### src/rtl/spi_pkg.sv
// Shared SPI definitions: FSM state encoding, mode bit positions and select-width helper.
package spi_pkg;

  typedef enum logic [1:0] {
    ST_IDLE  = 2'd0,
    ST_LEAD  = 2'd1,
    ST_XFER  = 2'd2,
    ST_TRAIL = 2'd3
  } spi_state_e;

  localparam int unsigned MODE_CPOL = 1;
  localparam int unsigned MODE_CPHA = 0;

  // Width of a select index for nsel lines; a single line still needs one bit.
  function automatic int unsigned sel_width(input int unsigned nsel);
    return (nsel > 1) ? int'($clog2(nsel)) : 1;
  endfunction

endpackage

### src/rtl/spi_clk_div.sv
// Loadable half-period down-counter; tick_c flags the terminal count and the counter reloads on it.
module spi_clk_div #(
  parameter int unsigned DIVW = 8
) (
  input  logic            clk,
  input  logic            reset,
  input  logic            load,
  input  logic [DIVW-1:0] load_val,
  output logic            tick_c
);

  logic [DIVW-1:0] cnt_q;

  assign tick_c = (cnt_q == '0);

  always_ff @(posedge clk) begin
    if (reset) begin
      cnt_q <= '0;
    end else if (load || tick_c) begin
      cnt_q <= load_val;
    end else begin
      cnt_q <= cnt_q - DIVW'(1);
    end
  end

endmodule

### src/rtl/spi_master_xfer.sv
// SPI master: one WIDTH-bit frame per accepted start, all four CPOL/CPHA modes,
// MSB/LSB-first order, runtime SCLK divider and NSEL active-low selects.
module spi_master_xfer
  import spi_pkg::*;
#(
  parameter  int unsigned WIDTH = 8,
  parameter  int unsigned NSEL  = 1,
  parameter  int unsigned DIVW  = 8,
  localparam int unsigned SELW  = sel_width(NSEL)
) (
  input  logic             clk,
  input  logic             reset,
  input  logic             start,
  input  logic [1:0]       mode,
  input  logic             lsb_first,
  input  logic [DIVW-1:0]  div,
  input  logic [SELW-1:0]  sel,
  input  logic [WIDTH-1:0] mdat,
  output logic [WIDTH-1:0] sdat,
  output logic             busy,
  output logic             done,
  output logic             sclk,
  output logic             mosi,
  input  logic             miso,
  output logic [NSEL-1:0]  ss_n
);

  localparam int unsigned EDGES = 2 * WIDTH;
  localparam int unsigned EW    = $clog2(EDGES);

  spi_state_e       state_q, state_d;
  logic [1:0]       mode_q;
  logic             lsb_q;
  logic [DIVW-1:0]  div_q;
  logic [EW-1:0]    edge_q;
  logic [WIDTH-1:0] tx_q;
  logic [WIDTH-1:0] rx_q;

  logic             accept_c;
  logic             tick_c;
  logic             xtick_c;
  logic             last_edge_c;
  logic             lead_c;
  logic             smp_c;
  logic             adv_c;
  logic [DIVW-1:0]  load_val_c;

  function automatic logic first_bit(input logic [WIDTH-1:0] v, input logic lsb);
    return lsb ? v[0] : v[WIDTH-1];
  endfunction

  function automatic logic [WIDTH-1:0] shift_out(input logic [WIDTH-1:0] v, input logic lsb);
    return lsb ? {1'b0, v[WIDTH-1:1]} : {v[WIDTH-2:0], 1'b0};
  endfunction

  assign accept_c    = start && (state_q == ST_IDLE);
  assign load_val_c  = accept_c ? div : div_q;
  assign xtick_c     = (state_q == ST_XFER) && tick_c;
  assign last_edge_c = (edge_q == EW'(EDGES - 1));
  // edge_q counts XFER ticks from 0; ticks with even edge_q move sclk away from CPOL.
  assign lead_c      = ~edge_q[0];
  assign smp_c       = xtick_c && (lead_c != mode_q[MODE_CPHA]);
  assign adv_c       = xtick_c && (mode_q[MODE_CPHA] ? lead_c : (!lead_c && !last_edge_c));

  spi_clk_div #(
    .DIVW (DIVW)
  ) u_clk_div (
    .clk      (clk),
    .reset    (reset),
    .load     (accept_c),
    .load_val (load_val_c),
    .tick_c   (tick_c)
  );

  // State register.
  always_ff @(posedge clk) begin
    if (reset) begin
      state_q <= ST_IDLE;
    end else begin
      state_q <= state_d;
    end
  end

  // Next-state logic; every phase except IDLE lasts whole half-periods.
  always_comb begin
    state_d = state_q;
    case (state_q)
      ST_IDLE:  if (start)                  state_d = ST_LEAD;
      ST_LEAD:  if (tick_c)                 state_d = ST_XFER;
      ST_XFER:  if (tick_c && last_edge_c)  state_d = ST_TRAIL;
      ST_TRAIL: if (tick_c)                 state_d = ST_IDLE;
      default:                              state_d = ST_IDLE;
    endcase
  end

  // Latched frame options, shifters and registered pin/handshake outputs.
  always_ff @(posedge clk) begin
    if (reset) begin
      mode_q <= '0;
      lsb_q  <= 1'b0;
      div_q  <= '0;
      edge_q <= '0;
      tx_q   <= '0;
      rx_q   <= '0;
      sdat   <= '0;
      busy   <= 1'b0;
      done   <= 1'b0;
      sclk   <= 1'b0;
      mosi   <= 1'b0;
      ss_n   <= '1;
    end else begin
      done <= 1'b0;

      if (accept_c) begin
        mode_q <= mode;
        lsb_q  <= lsb_first;
        div_q  <= div;
        edge_q <= '0;
        busy   <= 1'b1;
        sclk   <= mode[MODE_CPOL];
        for (int unsigned i = 0; i < NSEL; i++) begin
          ss_n[i] <= (SELW'(i) != sel);
        end
        // CPHA=0 presents the first bit before the first edge.
        if (!mode[MODE_CPHA]) begin
          mosi <= first_bit(mdat, lsb_first);
          tx_q <= shift_out(mdat, lsb_first);
        end else begin
          tx_q <= mdat;
        end
      end

      if (xtick_c) begin
        sclk   <= ~sclk;
        edge_q <= edge_q + EW'(1);
      end

      if (adv_c) begin
        mosi <= first_bit(tx_q, lsb_q);
        tx_q <= shift_out(tx_q, lsb_q);
      end

      if (smp_c) begin
        rx_q <= lsb_q ? {miso, rx_q[WIDTH-1:1]} : {rx_q[WIDTH-2:0], miso};
      end

      if ((state_q == ST_TRAIL) && tick_c) begin
        ss_n <= '1;
        busy <= 1'b0;
        done <= 1'b1;
        sdat <= rx_q;
      end
    end
  end

endmodule

### config.mk
export PLATFORM = sky130hd
export DESIGN_NAME = spi_master_xfer
export DESIGN_NICKNAME = d
export VERILOG_FILES = /design/src/rtl/spi_pkg.sv /design/src/rtl/spi_clk_div.sv /design/src/rtl/spi_master_xfer.sv
export SDC_FILE = /design/constraint.sdc
export NUM_CORES = 1
export LEC_CHECK = 0
export BUFFER_PORTS_ARGS = -buffer_cell sky130_fd_sc_hd__buf_2
export CORE_MARGIN = 4
export CORE_UTILIZATION = 50
export DETAILED_ROUTE_END_ITERATION = 6
export GPL_TIMING_DRIVEN = 1
export PLACE_DENSITY = 0.82
export SETUP_SLACK_MARGIN = 0.2
export SYNTH_ARGS = -nofsm -noshare
export SYNTH_HDL_FRONTEND = slang
export SYNTH_SLANG_ARGS = --single-unit
### constraint.sdc
create_clock -name clk -period 1.7 [get_ports clk]
set_clock_uncertainty 0.05 [all_clocks]
set_input_delay 0.17 -clock clk [delete_from_list [all_inputs] [get_ports clk]]
set_output_delay 0.17 -clock clk [all_outputs]
set_load 0.01 [all_outputs]
# ---- After elaboration in Yosys (flattened, before gate mapping)
# Index checks and enable logic that the tools add are counted.
dict set report classes {
  n_addsub 2
  n_eq_ne 10
  mux 24
  bitwise 2
  reduce_logical 16
}
# operator n
set op_table {}
lappend op_table {{$mux 8} 8}
lappend op_table {{$mux 1} 9}
lappend op_table {{$logic_not 8->1} 1}
lappend op_table {{$mux 2} 4}
lappend op_table {{$mux 4} 2}
lappend op_table {{$pmux 2 s4} 1}
lappend op_table {{$sub 8x1->8 const B} 1}
lappend op_table {{$logic_and 1x1->1} 7}
lappend op_table {{$ne 2x2->1 const B} 3}
lappend op_table {{$add 4x1->4 const B} 1}
lappend op_table {{$eq 2x2->1 const B} 2}
lappend op_table {{$eq 4x4->1 const B} 1}
lappend op_table {{$ne 2x1->1 const B} 2}
lappend op_table {{$reduce_and 4->1} 1}
lappend op_table {{$reduce_bool 2->1} 2}
lappend op_table {{$eq 2x1->1 const B} 1}
lappend op_table {{$logic_not 2->1} 1}
lappend op_table {{$not 1->1} 2}
lappend op_table {{$reduce_and 2->1} 1}
lappend op_table {{$reduce_or 2->1} 1}
lappend op_table {{$logic_not 1->1} 1}
lappend op_table {{$logic_or 1x1->1} 1}
lappend op_table {{$ne 1x1->1} 1}
dict set report totals {
  ff_bits 53
  inputBits 24
  output_inout_bits 13
  word_cells 68
}

# ---- Logic depth before layout (Yosys ltp)
dict set report depth {
  word_depth 7
  mapped_depth 8
  ltp_nobuf 6
}

# ---- Modules after synthesis
# Synthesis repeated with hierarchy kept, for this count alone.
dict set report unflattened {
  cells_unflattened 308
  hier_area_um2 2603.7
}
# module n_inst cells_per_inst area_each_um2 seq_area_each_um2
set by_module_without_submodules {}
lappend by_module_without_submodules {spi_master_xfer 1 258 2123.3 900.9}
lappend by_module_without_submodules {spi_clk_div 1 50 480.5 160.2}

# ---- Worst setup path after synthesis
# OpenSTA, ideal clock, no wires.
dict set report synth_path {
  path_type {register to register}
  startpoint {reg u_clk_div.cnt_q[0]}
  endpoint {reg tx_q[2]}
  setup_time_ns 0.136
  arrival_time_ns 1.621
  required_time_ns 1.514
  path_slack_ns -0.107
  stages_incl_launch_ff 8
  path_buffers 1
  period_less_slack_ns 1.807
  cell_sequence {dfxtp_1 > inv_1 > ha_1 > nor3b_2 > nand3_4 > buf_4 > a2111oi_0 > a211oi_1}
}
dict set report synth_via {
  elab_chain_len 4
  word_cells_on_any_way 5
  cone_classes {mux (1); reduce/logical (4)}
}
# item line
set synth_rtl {}
lappend synth_rtl {{start: declaration} spi_clk_div.sv:12} ;# logic [DIVW-1:0] cnt_q;
lappend synth_rtl {{start signal: assignment} spi_clk_div.sv:20} ;# cnt_q <= load_val;
lappend synth_rtl {{start signal: assignment} spi_clk_div.sv:22} ;# cnt_q <= cnt_q - DIVW'(1);
lappend synth_rtl {{$logic_not 8->1 *} spi_clk_div.sv:14} ;# assign tick_c = (cnt_q == '0);
lappend synth_rtl {{$logic_and 1x1->1 *} spi_master_xfer.sv:58} ;# assign xtick_c = (state_q == ST_XFER) && tick_c;
lappend synth_rtl {{$logic_and 1x1->1 *} spi_master_xfer.sv:63} ;# assign adv_c = xtick_c && (mode_q[MODE_CPHA] ? lead_c : (!lead_c && !last_edge_c));
lappend synth_rtl {{$mux 8 or $reduce_bool 2->1 (tied branches)} --}
lappend synth_rtl {{end signal: assignment} spi_master_xfer.sv:127} ;# tx_q <= shift_out(mdat, lsb_first);
lappend synth_rtl {{end signal: assignment} spi_master_xfer.sv:129} ;# tx_q <= mdat;
lappend synth_rtl {{end signal: assignment} spi_master_xfer.sv:140} ;# tx_q <= shift_out(tx_q, lsb_q);
lappend synth_rtl {{end: declaration} spi_master_xfer.sv:36} ;# logic [WIDTH-1:0] tx_q;
# Every way passes the cells marked *; elsewhere a longest branch is shown, timed or not.
# A chain may end at the register's enable or synchronous reset.

# ---- Worst setup path in the final report
dict set report layout_path {
  startpoint {reg u_clk_div.cnt_q[2]}
  endpoint {reg rx_q[3]}
}
dict set report layout_via {
  elab_chain_len 3
}
# item line
set layout_rtl {}
lappend layout_rtl {{$logic_not 8->1} spi_clk_div.sv:14}
lappend layout_rtl {{$logic_and 1x1->1} spi_master_xfer.sv:58}
lappend layout_rtl {{$logic_and 1x1->1} spi_master_xfer.sv:62} ;# assign smp_c = xtick_c && (lead_c != mode_q[MODE_CPHA]);
lappend layout_rtl {{end signal: assignment} spi_master_xfer.sv:144} ;# rx_q <= lsb_q ? {miso, rx_q[WIDTH-1:1]} : {rx_q[WIDTH-2:0], miso};
lappend layout_rtl {{end: declaration} spi_master_xfer.sv:37} ;# logic [WIDTH-1:0] rx_q;
# Every way passes these cells.

==> reports/metrics.csv <==
metric;value;unit
Antenna diodes;0;
Synth Area per Inst;9.24;um2
highest clock rate;0.537;GHz
failing checks;negative setup slack;
Slew Viols, Final;0;
GR Overflow Total;0;
TritonCTS Buffers;5;
number of synthesized register bits;53;
crit path DAT;2020;ps
Top Layer Used;met4;
Max VDD drop;0.916;mV
Yosys top cell by area;dfxtp_1;
top-count cell post-synth;dfxtp_1;
first-pass GRT wire length;12600;um
top_reg_cell synth;dfxtp_1;
hold crit path type;input port to flop;
fraction of layout cells with a size suffix above 1;0.473;
CTS tree;done;
initial antenna violation count;0;
hold_buf cts;0;
Worst Tran Pin Value;545;ps
post-synthesis async set-or-reset flop share;0;
residual DRC count;0;
crit path max fanout;8;
fin nets;402;
Max H-tree Level;2;
multi-input logic area;1930;um2
Post-Route Utilization;0.759;
Synth Cell Area;2740;um2
met1 wire length;3590;um
Core Rows;26;
Port-buffer cells;36;
final wirelength;9190;um
top-area cell type share of the netlist area;0.387;
drt via density;6.19;
status;finished, violations left;
CP peak stage delay;410;ps
Ports;37;
Setup violations, final;27;
PwrDens;1540;nW/um2
area delta synth->final;44.0;%
Setup crit end kind;flop;
Int Pwr;3.63;mW
clock sink count;53;
Netlist cell types;49;
Final Critical Period;1860;ps
critical path class;flop to flop;
Flop pwr share;0.289;
worst setup margin;-161;ps
Layout fillers;308;
drt pass-1 iters;5;
CP cell instances;nor4_4, buf_6, and4_4, clkbuf_16, nor2_2, a211oi_1;
number of max-cap violations;0;
Root Driver;clkbuf_8;
Sw Ratio;0.402;
CTS clk-pin slew, worst paths;100;ps
dpl hpwl;4370;um
CP startpoint kind;flop;
vias in the first global route;2548;
Synth Net Count;329;
Die Y-Extent;82.1;um
RD Place Congestion;0.791;
WP data required;1860;ps
register area share after synthesis;0.387;
EDFF count, synth;0;
Psw;2.45;mW
Yosys warning total;0;
DR vias;2723;
Hold Slack;72.8;ps
DRT iter0 DRCs;224;
synth top area cells;dfxtp_1 (39%), mux2i_1 (13%), a211oi_1 (5.2%);
FF/Latch Area;1070;um2
Die X;82.1;um
Core Region;5200;um2
Critical-path top delay cell;nor4_4;
All-Layer GR Usage;0.241;
Max clock buf depth;2;
Clock power frac;0.142;
post-synthesis cell count;297;
unrepaired setup endpoints after global routing;true;
largest net degree at the start of global routing;36;
Initial Util;0.527;
final worst-path cycle share;1.09;
setup_tns;-1230;ps
Slew headroom;0.637;
Leakage Power;1.56;nW
Worst-Skew Late Latency;310;ps
most frequent cells after synthesis;dfxtp_1 (53), mux2i_1 (35), nor2_1 (32);
Final Hold Fails;0;
WL/cell;20.9;um
DIE AREA;6740;um2
Met2 Routed Length;4570;um
Routed Antenna Nets;0;
combinational share of power;0.569;
Met3 Wirelength;658;um
==> path summary, 6_finish.rpt <==
| check | from | to | slack [ps] | cells after the start |
|---|---|---|---|---|
| hold / removal | div[7] | div_q[7] | 70 | 3 |
| setup reg to reg | u_clk_div.cnt_q[2] | rx_q[3] | -160 | 6 |
| hold reg to reg | div_q[6] | div_q[6] | 430 | 2 |
| setup / recovery | u_clk_div.cnt_q[2] | rx_q[3] | -160 | 6 |
==> sequential cells by signal, summed over array words and instances (netlist names), 2 cells and up <==
name             flops
sdat                 8
u_clk_div.cnt_q      8
state_q              2
edge_q               4
rx_q                 8
div_q                8
tx_q                 8
==> layout by cell type, fill, tap and decap left out, types with 4 or more instances in the layout <==
cell type,synthesis,final
buf_2,4,36
buf_4,3,24
dfxtp_1,53,45
nor2_4,0,5
nand2_1,26,25
ha_1,8,5
o21ai_0,9,7
nor2b_1,8,8
nand3_1,6,4
nor2_2,0,6
a21oi_1,17,13
inv_2,0,4
a211oi_1,19,6
a211oi_2,2,15
clkbuf_8,2,5
buf_6,3,21
dfxtp_2,0,7
nor2_1,32,21
mux2i_1,35,33
buf_12,0,5
a2111oi_4,0,6
==> what timing repair did <==
item / 4_1_cts / 5_1_grt
setup endpoints to repair: 41 / 46
pin swaps: 24 / 22
gates cloned: 2 / 1
buffers inserted: 14 / 10
resized for setup: 51 / 51
==> power groups by stage <==
stage / clock, mW / sequential [mW] / combinational [mW]
3_3_place_gp: 0 / 1.71 / 1.97
3_5_place_dp: 0 / 1.72 / 2.02
2_1_floorplan: 0 / 1.69 / 1.49
5_1_grt: 0.904 / 1.78 / 3.64
6_report: 0.865 / 1.75 / 3.46
4_1_cts: 0.853 / 1.71 / 2.61
==> per-stage QoR <==
stage	cell area [um2]	setup slack, ps	power (mW)	std cells
floorplan	2850	24.5	3.18	297
global placement	3180	24.6	3.68	406
detailed placement	3180	-54.0	3.74	406
CTS	3620	-28.9	5.17	429
global route	3950	-197	6.32	440
finish	3950	-161	6.08	440
==> cell type report <==
| type | count | share of cell area |
|---|---|---|
| Sequential cell | 53 | 0.272 |
| Clock inverter | 2 | 0.00887 |
| Tap cell | 70 | 0.0222 |
| Clock buffer | 5 | 0.0174 |
| Inverter | 6 | 0.00570 |
| Timing Repair Buffer | 88 | 0.187 |
| Multi-Input combinational cell | 216 | 0.487 |
==> critical path: cells and delay by family (launching register included) <==
family,cells,cell delay (ps)
AO/OA/AOI/OAI,1,230
buffers and inverters,2,380
flip-flops,1,370
AND/OR/NAND/NOR,3,720
==> kinds of logic after synthesis <==
logic type / synth area share
buffers and inverters: 0.0638
AOI/OAI and AO/OA: 0.177
DFF: 0.387
and+or+nand+nor: 0.192
adders and majority gates: 0.0365
muxes: 0.128
xor gates and xnor gates: 0.0160
==> routing by layer <==
| layer | global-route usage | vias to the layer above |
|---|---|---|
| li1 | - | 1222 |
| met1 | 0.307 | 1315 |
| met2 | 0.405 | 141 |
| met3 | 0.0504 | 45 |
| met4 | 0.0781 | 0 |
| met5 | 0 | - |
Note: power is estimated with default switching activity, not from simulation.
